### src/rtl/apb_rr_arbiter.sv
// Two-requester APB arbiter: round-robin grant onto a single downstream APB
// port, one transfer in flight, with an optional ACCESS-phase timeout.
module apb_rr_arbiter #(
    parameter int ADDRWIDTH = 32,
    parameter int TIMEOUT   = 16
) (
    input  logic                 HCLK,
    input  logic                 HRESET,

    input  logic                 S0_PSEL,
    input  logic                 S0_PENABLE,
    input  logic [ADDRWIDTH-1:0] S0_PADDR,
    input  logic                 S0_PWRITE,
    input  logic [31:0]          S0_PWDATA,
    input  logic [3:0]           S0_PSTRB,
    input  logic [2:0]           S0_PPROT,
    output logic [31:0]          S0_PRDATA,
    output logic                 S0_PREADY,
    output logic                 S0_PSLVERR,

    input  logic                 S1_PSEL,
    input  logic                 S1_PENABLE,
    input  logic [ADDRWIDTH-1:0] S1_PADDR,
    input  logic                 S1_PWRITE,
    input  logic [31:0]          S1_PWDATA,
    input  logic [3:0]           S1_PSTRB,
    input  logic [2:0]           S1_PPROT,
    output logic [31:0]          S1_PRDATA,
    output logic                 S1_PREADY,
    output logic                 S1_PSLVERR,

    output logic                 PSEL,
    output logic                 PENABLE,
    output logic                 PWRITE,
    output logic [ADDRWIDTH-1:0] PADDR,
    output logic [31:0]          PWDATA,
    output logic [3:0]           PSTRB,
    output logic [2:0]           PPROT,
    input  logic [31:0]          PRDATA,
    input  logic                 PREADY,
    input  logic                 PSLVERR,

    output logic [1:0]           GNT
);

    localparam logic [1:0] IDLE   = 2'd0;
    localparam logic [1:0] SETUP  = 2'd1;
    localparam logic [1:0] ACCESS = 2'd2;

    localparam bit         TO_EN   = (TIMEOUT != 0);
    localparam logic [7:0] TO_LAST = TO_EN ? 8'(TIMEOUT - 1) : 8'd0;

    logic [1:0]           state;
    logic                 last_s1;
    logic [1:0]           gnt;
    logic [7:0]           cnt;

    logic [ADDRWIDTH-1:0] addr_p0;
    logic                 write_p0;
    logic [31:0]          wdata_p0;
    logic [3:0]           strb_p0;
    logic [2:0]           prot_p0;

    logic [1:0]           req;
    logic [1:0]           pick;
    logic                 in_access;
    logic                 done;
    logic                 expired;
    logic                 finish;
    logic                 rsp_vld;
    logic                 rsp_err;
    logic [31:0]          rsp_rdata;
    logic                 unused_penable;

    // On a tie the requester that was not served last wins; a sole requester always wins.
    function automatic logic [1:0] pick_grant(input logic [1:0] r, input logic last_was_s1);
        logic [1:0] g;
        case (r)
            2'b01:   g = 2'b01;
            2'b10:   g = 2'b10;
            2'b11:   g = last_was_s1 ? 2'b01 : 2'b10;
            default: g = 2'b00;
        endcase
        return g;
    endfunction

    assign req            = {S1_PSEL, S0_PSEL};
    assign pick           = pick_grant(req, last_s1);
    assign unused_penable = S0_PENABLE ^ S1_PENABLE;

    assign in_access = (state == ACCESS);
    assign done      = in_access && PREADY;
    assign expired   = TO_EN && in_access && !PREADY && (cnt == TO_LAST);
    assign finish    = done || expired;

    // ---- request capture / transfer sequencing (stage p0) ----
    always_ff @(posedge HCLK) begin
        if (HRESET) begin
            state    <= IDLE;
            last_s1  <= 1'b1;
            gnt      <= 2'b00;
            cnt      <= 8'd0;
            addr_p0  <= '0;
            write_p0 <= 1'b0;
            wdata_p0 <= 32'd0;
            strb_p0  <= 4'd0;
            prot_p0  <= 3'd0;
        end else begin
            case (state)
                IDLE: begin
                    if (|req) begin
                        gnt      <= pick;
                        addr_p0  <= pick[1] ? S1_PADDR  : S0_PADDR;
                        write_p0 <= pick[1] ? S1_PWRITE : S0_PWRITE;
                        wdata_p0 <= pick[1] ? S1_PWDATA : S0_PWDATA;
                        strb_p0  <= pick[1] ? S1_PSTRB  : S0_PSTRB;
                        prot_p0  <= pick[1] ? S1_PPROT  : S0_PPROT;
                        state    <= SETUP;
                    end
                end
                SETUP: begin
                    cnt   <= 8'd0;
                    state <= ACCESS;
                end
                ACCESS: begin
                    if (finish) begin
                        last_s1 <= gnt[1];
                        gnt     <= 2'b00;
                        state   <= IDLE;
                    end else begin
                        cnt <= cnt + 8'd1;
                    end
                end
                default: begin
                    gnt   <= 2'b00;
                    state <= IDLE;
                end
            endcase
        end
    end

    // ---- downstream drive and requester response ----
    // Everything is forced low while HRESET is high so a transfer abandoned by
    // reset never leaks a ready pulse back to its requester.
    assign PSEL    = !HRESET && (state != IDLE);
    assign PENABLE = !HRESET && in_access;
    assign PWRITE  = !HRESET && write_p0;
    assign PADDR   = HRESET ? '0     : addr_p0;
    assign PWDATA  = HRESET ? 32'd0  : wdata_p0;
    assign PSTRB   = HRESET ? 4'd0   : strb_p0;
    assign PPROT   = HRESET ? 3'd0   : prot_p0;
    assign GNT     = HRESET ? 2'b00  : gnt;

    assign rsp_vld   = !HRESET && finish;
    assign rsp_err   = PREADY ? PSLVERR : 1'b1;
    assign rsp_rdata = PREADY ? PRDATA  : 32'd0;

    assign S0_PREADY  = rsp_vld && gnt[0];
    assign S0_PSLVERR = rsp_vld && gnt[0] && rsp_err;
    assign S0_PRDATA  = (rsp_vld && gnt[0]) ? rsp_rdata : 32'd0;

    assign S1_PREADY  = rsp_vld && gnt[1];
    assign S1_PSLVERR = rsp_vld && gnt[1] && rsp_err;
    assign S1_PRDATA  = (rsp_vld && gnt[1]) ? rsp_rdata : 32'd0;

endmodule

### config.mk
export PLATFORM = sky130hd
export DESIGN_NAME = apb_rr_arbiter
export DESIGN_NICKNAME = d
export VERILOG_FILES = /design/src/rtl/apb_rr_arbiter.sv
export SDC_FILE = /design/constraint.sdc
export NUM_CORES = 1
export LEC_CHECK = 0
export ABC_AREA = 1
export CORE_AREA = 2 2 128 130
export CTS_CLUSTER_DIAMETER = 50
export CTS_CLUSTER_SIZE = 12
export DETAILED_ROUTE_END_ITERATION = 16
export DIE_AREA = 0 0 130 132
export PLACE_DENSITY = 0.7
export SYNTH_ARGS = -nofsm -noshare
export SYNTH_HDL_FRONTEND = slang
export SYNTH_SLANG_ARGS = --single-unit
### constraint.sdc
create_clock -name HCLK -period 3.1 [get_ports HCLK]
set_input_delay 0.465 -clock HCLK [delete_from_list [all_inputs] [get_ports HCLK]]
set_output_delay 0.465 -clock HCLK [all_outputs]
set_load 0.01 [all_outputs]
==> metrics, run 1 <==
layout cell share with drive strength beyond 1=4.78%; Critical Path Source Type=flip-flop; CP max FO=22; cell mode on critical path=nand2_1; R2R Path Start=cnt[1]; diode count=0; Worst Max-Slew Pin Slew=between 0.5 and 0.6 ns; Post-CTS Resized=0; Design Power=3.20 mW; GPL Wtd Cong=0.815; total grt overflow=0; cell family with most CP delay=buffers and inverters; asr flop ratio synth=0%; initial antenna violation count=0; Clock Pin Slew Worst Setup and Hold Paths=0.06 ns; final core occ=between 50% and 60%; status=completed; share of the synthesized area in the top cell type=approximately 37%; CP max-delay cell=clkdlybuf4s50_1; Die Y=132 µm; final setup margin=0.198 ns; FF+latch count, synth=85; CP Buf/Inv Count=3; core area=0.0157 mm²; fmax=0.345 GHz; CTS Buf Count=9; Row Count=46; relative slew slack=64.1%; CP arrival=about 2.4 ns; DRT iter0 DRCs=roughly 270; Cell Int Power=around 2.3 mW; Final Slew Violations=0; vias in the first global route=5209; reg2reg end=cnt[1]; number of routed nets with antenna violations=0; Sum Neg Setup Slack=0 ns; Layout fillers=~1600; sequential area share after synthesis=between 30 and 40%; slowest stage delay, CP=0.55 ns; Hold Path Depth=2; DIE AREA=about 0.017 mm²; setup slack, reg-to-reg=1.29 ns; power share of the clock group=between 30% and 40%; Warnings, synthesis=0; cells after synthesis=~770; hold buffers post-CTS=0; hold path start=gnt[1]; Initial Util=29.5%; RSZ-0062 raised after global routing=true; Worst R2R Path Depth=9; Clock Path Buffers=2; DP HPWL=13400 µm; Nets=between 1000 and 1500; CP required=2.63 ns; Avg Cell Area, Syn=6.06 µm²; min-delay worst type=flip-flop to flip-flop; combinational power share=approximately 25%; Vias=5668; final count of negative-setup-slack endpoints=0; largest cells by area after synthesis=dfxtp_1, nor2_1, nand2_1; Post-Syn Area=0.00464 mm²; Hold Crit Endpoint=gnt[1]; CTS tree=done; EDFF count, synth=0; DIE WIDTH=about 130 µm; H-tree Lvls=3; post-synth top area cell=dfxtp_1; Mapped Nets=951; CP cell instances=ha_1, nand2_2, nor2_1, nand3_1, nand2_1, nand2_1, clkinv_2, nand2_8, buf_6, nor2_2, clkdlybuf4s50_1; post-place setup slack=0.293 ns; Worst VDD drop=0.267 mV; First-pass DRT Iterations=4; period utilization=between 90% and 100%; Num Clock Sinks=85; Syn-to-layout area delta=79.9%; Top Ports=between 300 and 400; Tmin final=between 2 and 3 ns; drt wl/cell=between 10 and 15 µm; Buffers on Ports=325; GRT Resource Usage Total=roughly a fifth; Root Driver=clkbuf_16; top_reg_cell synth=dfxtp_1; Cell variety after synth=26; drt drc=0; Hold Fails Final Rpt=0; largest net degree at the start of global routing=75; Crit Path Class=flip-flop to output port; setup bufs post-CTS=0; Final Skew=0.00982 ns; Via-to-Cell Ratio=roughly 4.4; Routed WL=18300 µm; Switching Share=27.0%; sequential power share=between 30% and 40%; first-pass GRT wire length=27200 µm; Max Cap Violations=0; leak pwr=3.21 nW; PwrDens=~380 mW/mm²; net load switching power=863 µW; Clock Latency Late Sink=between 0.3 and 0.4 ns; critical path endpoint category=output port
[sequential cells by signal, summed over array words and instances, names as in the netlist]
signal and count:
addr_p0 32, cnt 8, gnt 2, last_s1 1, prot_p0 3, state 2, strb_p0 4, wdata_p0 32
write_p0 1
[layer usage]
layer,GRT usage [%],wire [µm]
met1,21.6,7100
met2,36.6,8920
met3,7.47,1840
met4,6.99,393
met5,0,0
[per-stage QoR]
| step | hold WS, ns | area, µm² | cells |
|---|---|---|---|
| final | 0.459 | 8350 | 1282 |
| after global routing | 0.505 | 8350 | 1282 |
| after CTS | 0.462 | 8340 | 1282 |
| after detailed placement | 0.452 | 8020 | 1266 |
| after global placement | 0.448 | 8020 | 1266 |
| after floorplan | 0.439 | 4640 | 766 |
[placed cells by master (no fill, tap or decap)]
| cell | instances |
|---|---|
| inv_2 | 3 |
| nor3b_1 | 2 |
| clkinv_2 | 2 |
| nand2_1 | 137 |
| nor2_1 | 211 |
| clkdlybuf4s50_1 | 324 |
| buf_12 | 4 |
| dfxtp_1 | 85 |
| nand3_1 | 10 |
| nor2_2 | 18 |
| o21ai_0 | 78 |
| buf_2 | 1 |
| xnor2_1 | 1 |
| inv_6 | 2 |
| inv_1 | 85 |
| ha_1 | 1 |
| o31ai_1 | 1 |
| nand2_2 | 2 |
| buf_6 | 1 |
| clkbuf_16 | 9 |
| bufinv_16 | 2 |
| nand3b_1 | 1 |
| a21oi_1 | 8 |
| o21bai_1 | 2 |
| nand4_1 | 1 |
| clkbuf_1 | 2 |
| o21ai_1 | 66 |
| buf_4 | 4 |
| nand2_4 | 1 |
| nor3_2 | 1 |
| nand2_8 | 1 |
[Yosys cell counts (2+ instances only)]
library cell and count:
buf_1 3, nand2_1 137, buf_6 6, o21bai_1 2, buf_2 13, inv_1 85, o21ai_0 78, buf_4 2
nor3b_1 2, nor2_1 211, nand2_4 2, inv_2 3, nand3_1 10, nor2_2 18, clkbuf_1 26, a21oi_1 8
nand2_2 2, o21ai_1 66, dfxtp_1 85
[worst reg2reg max path, cell delays in order (launching register included)]
cell,delay [ns]
dfxtp_1,0.38
ha_1,0.20
nand2_2,0.08
nor2_1,0.09
nand3_1,0.10
nand3_1,0.33
nand2_1,0.26
nor2_1,0.19
nand2_1,0.06
nand2_1,0.05
[worst max-delay path by stage]
stage / startpoint / to / cells past startpoint
after floorplan: HRESET / S0_PRDATA[22] / 5
after global placement: PREADY / S1_PREADY / 9
after detailed placement: PREADY / S1_PREADY / 9
after CTS: cnt[0] / S1_PRDATA[16] / 11
after global routing: cnt[0] / S0_PSLVERR / 10
final: cnt[1] / S1_PRDATA[16] / 11
[layout make-up]
type	count	area (µm²)	area share, %
sequential	85	1700	20.4
clock inverter	5	82.6	0.989
inverter	89	335	4.02
multi-input combinational	542	2360	28.2
timing repair buffer	334	3370	40.4
clock buffer	11	233	2.79
tap	216	270	3.24
[power by group through the flow]
stage / Clock (mW) / Combinational, mW / Sequential, mW
2_1_floorplan: 0 / 0.352 / 1.25
3_3_place_gp: 0 / 0.800 / 1.25
3_5_place_dp: 0 / 0.803 / 1.26
4_1_cts: 1.20 / 0.810 / 1.23
5_1_grt: 1.24 / 0.882 / 1.24
6_report: 1.16 / 0.801 / 1.23
[logic make-up after synthesis]
logic type / count (synthesis) / share of synthesized area [%]
compound gates: 155 / 16.9
fa+ha+maj: 1 / 0.270
buf+inv: 139 / 12.8
xor+xnor: 1 / 0.189
flops: 85 / 36.7
simple gates: 385 / 33.2
(Power assumes the default switching activity.)
==> run 2, diff against run 1 <==
Settings changed: CORE_AREA 2 2 128 130 to 2 2 126 128, DIE_AREA 0 0 130 132 to 0 0 128 130, PLACE_DENSITY 0.7 to 0.72.
Clock period 3.1 ns to 3.01 ns, I/O delays scaled along.
==> run 2 against run 1 <==
  * Largest cell class unchanged
  * Setup slack improved by 0.0061 ns
  * Hold slack improved by 0.0025 ns
  * Die area fell by 3.0%
  * Clock skew fell by 0.0016 ns
  * Critical path type unchanged
  * Critical endpoint is now S1_PRDATA[31]
  * Flip-flop and latch count did not move
  * Non-clock buffer count rose by 4
==> metrics, run 2 (synthesized netlist as in run 1, its figures left out) <==
vias in the first global route=4959 (-4.8%); Worst VDD drop=0.242 mV (-9.5%); Num Clock Sinks=85 (unchanged); H-tree Lvls=3 (unchanged); Top Ports=328 (unchanged); PwrDens=385 mW/mm² (+0.62%); number of routed nets with antenna violations=0 (unchanged); DP Area=0.00802 mm² (unchanged); setup slack, reg-to-reg=1.21 ns (-0.08 ns); Clock Latency Late Sink=0.34 ns (about the same); initial antenna violation count=1 (+1); Crit Path Class=flip-flop to output port; CP arrival=2.35 ns (-0.09 ns); drt drc=0 (unchanged); CP required=2.56 ns (-0.07 ns); post-route cell area=0.00833 mm² (-0.19%); GPL Wtd Cong=0.820 (+0.61%); DIE AREA=0.0166 mm² (-3.0%); First-pass DRT Iterations=5 (+1); drt wl/cell=14.2 µm (-0.46%); fmax=0.356 GHz; Syn-to-layout area delta=79.5%; combinational power share=25.7% (+0.6 points); CTS Buf Count=9 (unchanged); sequential power share=39.5% (+1.0 points); Final Skew=0.00825 ns (-0.00157 ns); power share of the clock group=34.8% (-1.6 points); final setup margin=0.204 ns (+0.00605 ns); Layout fillers=1500 (-4.8%); Clock Path Buffers=2 (unchanged); CTS tree=done; Row Count=46 (unchanged); most frequent cells in the layout=clkdlybuf4s50_1, nor2_1, nand2_1, inv_1, dfxtp_1; Cell Int Power=2.34 mW (+0.14%); Hold Fails Final Rpt=0 (unchanged); Max Cap Violations=0 (unchanged); Die Y=130 µm (-1.5%); Via-to-Cell Ratio=4.49 (+1.5%); largest net degree at the start of global routing=73 (-2.7%); most common cell after layout, fill and taps aside=clkdlybuf4s50_1; min-delay worst type=flip-flop to flip-flop; Critical Path Source Type=flip-flop; Tmin final=about 2.8 ns; total grt overflow=0 (unchanged); layout cell share with drive strength beyond 1=5.33% (+0.54 points); final core occ=54.0% (+0.89 points); Switching Share=27.2% (+0.21 points); post-place setup slack=0.285 ns (-0.00825 ns); diode count=0 (unchanged); Routed WL=17900 µm (-2.0%); leak pwr=3.34 nW (+4.3%); hold buffers post-CTS=0 (unchanged); hold slack=0.462 ns (+0.00253 ns); Design Power=3.21 mW (+0.43%); relative slew slack=45.1% (-19 points); period utilization=93.2%; Buffers on Ports=325 (unchanged); Worst Max-Slew Pin Slew=0.823 ns (+0.284 ns); Finished Layout Cells=1262 (-1.6%); Sum Neg Setup Slack=0 ns (unchanged); Root Driver=clkbuf_16; Vias=5661 (-0.12%); critical path endpoint category=output port; core area=0.0154 mm² (-1.8%); placed insts=1246 (-1.6%); Post-CTS Resized=0 (unchanged); CP max FO=24 (+9.1%); Final Slew Violations=0 (unchanged); DIE WIDTH=128 µm (-1.5%); net load switching power=874 µW (+1.2%); status=completed; DRT iter0 DRCs=201 (-26%); Nets=1250 (+0.32%); RSZ-0062 raised after global routing=false; first-pass GRT wire length=26600 µm (-2.3%); final count of negative-setup-slack endpoints=0 (unchanged); Initial Util=30.1% (+0.55 points); GRT Resource Usage Total=20.6% (+0.29 points); DP HPWL=13200 µm (-1.3%); biggest regs=addr_p0 (32), wdata_p0 (32), cnt (8); setup bufs post-CTS=0 (unchanged); Clock Pin Slew Worst Setup and Hold Paths=0.06 ns (about the same)
## run 2: cell types whose count changed in the layout (fill, tap and decap cells not counted), moves of 2 or more
cell | before | now
clkdlybuf4s50_1 | 324 | 318
dlymetal6s2s_1 | 0 | 6
buf_4 | 4 | 9
dfxtp_1 | 85 | 83
dfxtp_2 | 0 | 2
inv_6 | 2 | 0
## run 2: cell type report
class / count / area [µm²] / area share [%]
clock buffers: 12 / 246 / 2.96
well taps: 192 / 240 / 2.88
clock inverters: 4 / 47.5 / 0.571
repair buffers: 338 / 3410 / 40.9
flip-flops and latches: 85 / 1700 / 20.5
multi-input cells: 542 / 2350 / 28.2
inverters: 89 / 335 / 4.02
## run 2: path summary, 6_finish.rpt
path           from            end  cells after the start
max reg2reg  cnt[0]         cnt[7]                      9
max          cnt[0]  S1_PRDATA[31]                     11
min reg2reg  gnt[1]         gnt[1]                      2
min          gnt[1]         gnt[1]                      2
## run 2: layer usage
metal,wire length (µm),vias up,GRT usage [%]
met1,7340,2440,23.5
met2,8440,230,35.3
met5,13,-,0
li1,-,2955,-
met3,1540,34,7.26
met4,553,2,8.79
## run 2: critical path, cell delays in order (launching register included)
cell             delay [ns]
dfxtp_2                0.35
ha_1                   0.18
nand2_2                0.08
nor2_1                 0.09
nand3_1                0.11
nand2_1                0.08
nand2_1                0.07
clkinv_2               0.09
nand2_4                0.10
buf_12                 0.19
nor2_1                 0.10
clkdlybuf4s50_1        0.55
## run 2: power by group through the flow
stage / clock (mW) / sequential, mW / combinational [mW]
final: 1.12 / 1.27 / 0.825
after global routing: 1.20 / 1.28 / 0.911
after CTS: 1.15 / 1.27 / 0.836
after detailed placement: 0 / 1.29 / 0.829
after global placement: 0 / 1.29 / 0.823
after floorplan: 0 / 1.29 / 0.362
==> run 3, diff against run 2 <==
Settings changed: CORE_AREA 2 2 126 128 to 2 2 129 131, DIE_AREA 0 0 128 130 to 0 0 131 133, DONT_BUFFER_PORTS set to 1, PLACE_DENSITY 0.72 to not set, SETUP_SLACK_MARGIN set to 0.3, SLEW_MARGIN set to 10.
==> run 3 against run 2 <==
  * Die area up 4.7%
  * Utilization is 23 points lower
  * Sequential power about the same
  * Critical path type unchanged
  * Final area down 40%
  * Largest power group unchanged
==> metrics, run 3 (synthesized netlist as in run 1, its figures left out) <==
CP cell instances=ha_1, nand2_2, nor2_1, nand3_1, nand2_1, nand2_1, clkinv_2, nand2_4, nor2_1; Root Driver=clkbuf_16; CTS tree=done; critical path endpoint category=output port; Max Cap Violations=0 (unchanged); Crit Path Class=flip-flop to output port; R2R Path Start=state[0]; total grt overflow=0 (unchanged); DP HPWL=10800 µm (-18%); CTS Buf Count=9 (unchanged); CP max-delay cell=dfxtp_1; vias in the first global route=4088 (-18%); Clock Pin Slew Worst Setup and Hold Paths=0.06 ns (about the same); Clock Latency Late Sink=0.35 ns (about the same); net load switching power=827 µW (-5.3%); reg2reg end=addr_p0[17]; Critical Path Source Type=flip-flop; core area=0.0162 mm² (+4.8%); CP arrival=2.00 ns (-0.35 ns); fmax=0.408 GHz (+14%); slowest stage delay, CP=0.37 ns (-0.18 ns); Worst VDD drop=0.233 mV (-3.7%); CP max FO=35 (+46%); Cell Int Power=2.00 mW (-14%); initial antenna violation count=1 (unchanged); Routed WL=14700 µm (-18%); setup slack, reg-to-reg=0.87 ns (-0.34 ns); drt drc=0 (unchanged); Final Slew Violations=0 (unchanged); Design Power=2.83 mW (-12%); Vias=4560 (-19%); GPL Wtd Cong=0.777 (-5.3%); drt wl/cell=15.4 µm (+8.7%); DRT iter0 DRCs=246 (+22%); min-delay worst type=primary input to flip-flop; status=completed; power share of the clock group=40.0% (+5.2 points); number of routed nets with antenna violations=0 (unchanged); Buffers on Ports=0 (-100%); relative slew slack=25.1% (-20 points); setup bufs post-CTS=0 (unchanged); Sum Neg Setup Slack=0 ns (unchanged); Die Y=133 µm (+2.3%); first-pass GRT wire length=21300 µm (-20%); H-tree Lvls=3 (unchanged); Clock Path Buffers=2 (unchanged); Syn-to-layout area delta=7.58%; Hold Fails Final Rpt=0 (unchanged); most frequent cells in the layout=nor2_1, nand2_1, inv_1, dfxtp_1, o21ai_0; Tmin final=2.45 ns (-0.354 ns); GRT Resource Usage Total=16.0% (-4.7 points); leak pwr=1.97 nW (-41%); Layout fillers=1817 (+21%); Worst R2R Path Depth=5 (-4); Worst Max-Slew Pin Slew=1.12 ns (+0.300 ns); biggest regs=addr_p0 (32), wdata_p0 (32), cnt (8); DIE WIDTH=131 µm (+2.3%); DIE AREA=0.0174 mm² (+4.7%); Post-CTS Resized=0 (unchanged); layout cell share with drive strength beyond 1=6.25% (+0.92 points); final count of negative-setup-slack endpoints=0 (unchanged); Initial Util=28.7% (-1.4 points); most common cell after layout, fill and taps aside=nor2_1; combinational power share=15.3% (-10 points); largest net degree at the start of global routing=88 (+21%); Switching Share=29.2% (+2.0 points); period utilization=81.5% (-12 points); Final Skew=0.0121 ns (+0.00381 ns); CP required=2.56 ns (about the same); PwrDens=567 mW/mm² (+47%); Hold Path Depth=1 (-1); Nets=916 (-27%); Hold Crit Endpoint=gnt[1]; sequential power share=44.8% (+5.3 points); Num Clock Sinks=85 (unchanged); hold buffers post-CTS=0 (unchanged); hold path start=HRESET; Via-to-Cell Ratio=4.76 (+6.2%); First-pass DRT Iterations=4 (-1); Row Count=47 (+2.2%); Top Ports=328 (unchanged); RSZ-0062 raised after global routing=false
==> run 3: cell types whose count changed in the layout (fill, tap and decap cells not counted), sizes merged <==
cell,before,now
clkdlybuf4s50,318,0
buf,14,4
dlymetal6s2s,6,0
clkbuf,12,10
clkinv,3,4
diode,0,1
inv,88,89
==> run 3: metrics by stage <==
stage | hold WS, ns | cells | setup WS, ns | instance area (µm²) | utilization [%]
6_report | 0.188 | 957 | 0.558 | 4990 | 30.9
4_1_cts | 0.168 | 956 | 0.523 | 4990 | 30.9
3_5_place_dp | 0.447 | 940 | 0.840 | 4690 | 29.0
5_1_grt | 0.159 | 957 | 0.379 | 4990 | 30.9
3_3_place_gp | 0.442 | 940 | 0.866 | 4690 | 29.0
2_1_floorplan | 0.439 | 766 | 1.21 | 4640 | -
==> run 3: layer usage <==
metal / up-vias / wire length, µm / track usage, %
met5: - / 0 / 0
li1: 2288 / - / -
met3: 12 / 1370 / 5.26
met4: 0 / 273 / 5.50
met2: 229 / 7380 / 28.6
met1: 2031 / 5720 / 17.3
==> run 3: area by class of cell <==
| type | count | area (µm²) | share of cell area (%) |
|---|---|---|---|
| Clock inverter | 6 | 71.3 | 1.43 |
| Clock buffer | 10 | 229 | 4.59 |
| Inverter | 89 | 335 | 6.72 |
| Sequential cell | 85 | 1700 | 34.1 |
| Antenna cell | 1 | 2.50 | 0.0501 |
| Tap cell | 220 | 275 | 5.51 |
| Multi-Input combinational cell | 542 | 2350 | 47.0 |
| Timing Repair Buffer | 4 | 30.0 | 0.602 |
==> run 3: power by group through the flow <==
| stage | Combinational (mW) | Clock (mW) | Sequential [mW] |
|---|---|---|---|
| CTS | 0.435 | 1.17 | 1.27 |
| floorplan | 0.362 | 0 | 1.29 |
| detailed placement | 0.433 | 0 | 1.29 |
| finish | 0.432 | 1.13 | 1.27 |
| global placement | 0.430 | 0 | 1.29 |
| global route | 0.495 | 1.22 | 1.28 |
==> run 3: how the worst max path moves through the flow <==
stage,slack (ns),depth (start not counted),endpoint,startpoint
6_report,0.56,9,S1_PRDATA[8],cnt[1]
4_1_cts,0.52,9,S1_PRDATA[8],cnt[0]
3_3_place_gp,0.87,6,addr_p0[17],S0_PSEL
3_5_place_dp,0.84,6,addr_p0[17],S0_PSEL
2_1_floorplan,1.21,10,S1_PRDATA[10],cnt[0]
5_1_grt,0.38,9,S1_PRDATA[0],cnt[1]
==> run 3: critical path: cells and delay by family, from the launching register on <==
kind	cells	cell delay, ns
adder cells (fa/ha/maj)	1	0.20
flip-flops	1	0.37
AND/OR/NAND/NOR	7	0.99
buffers and inverters	1	0.09
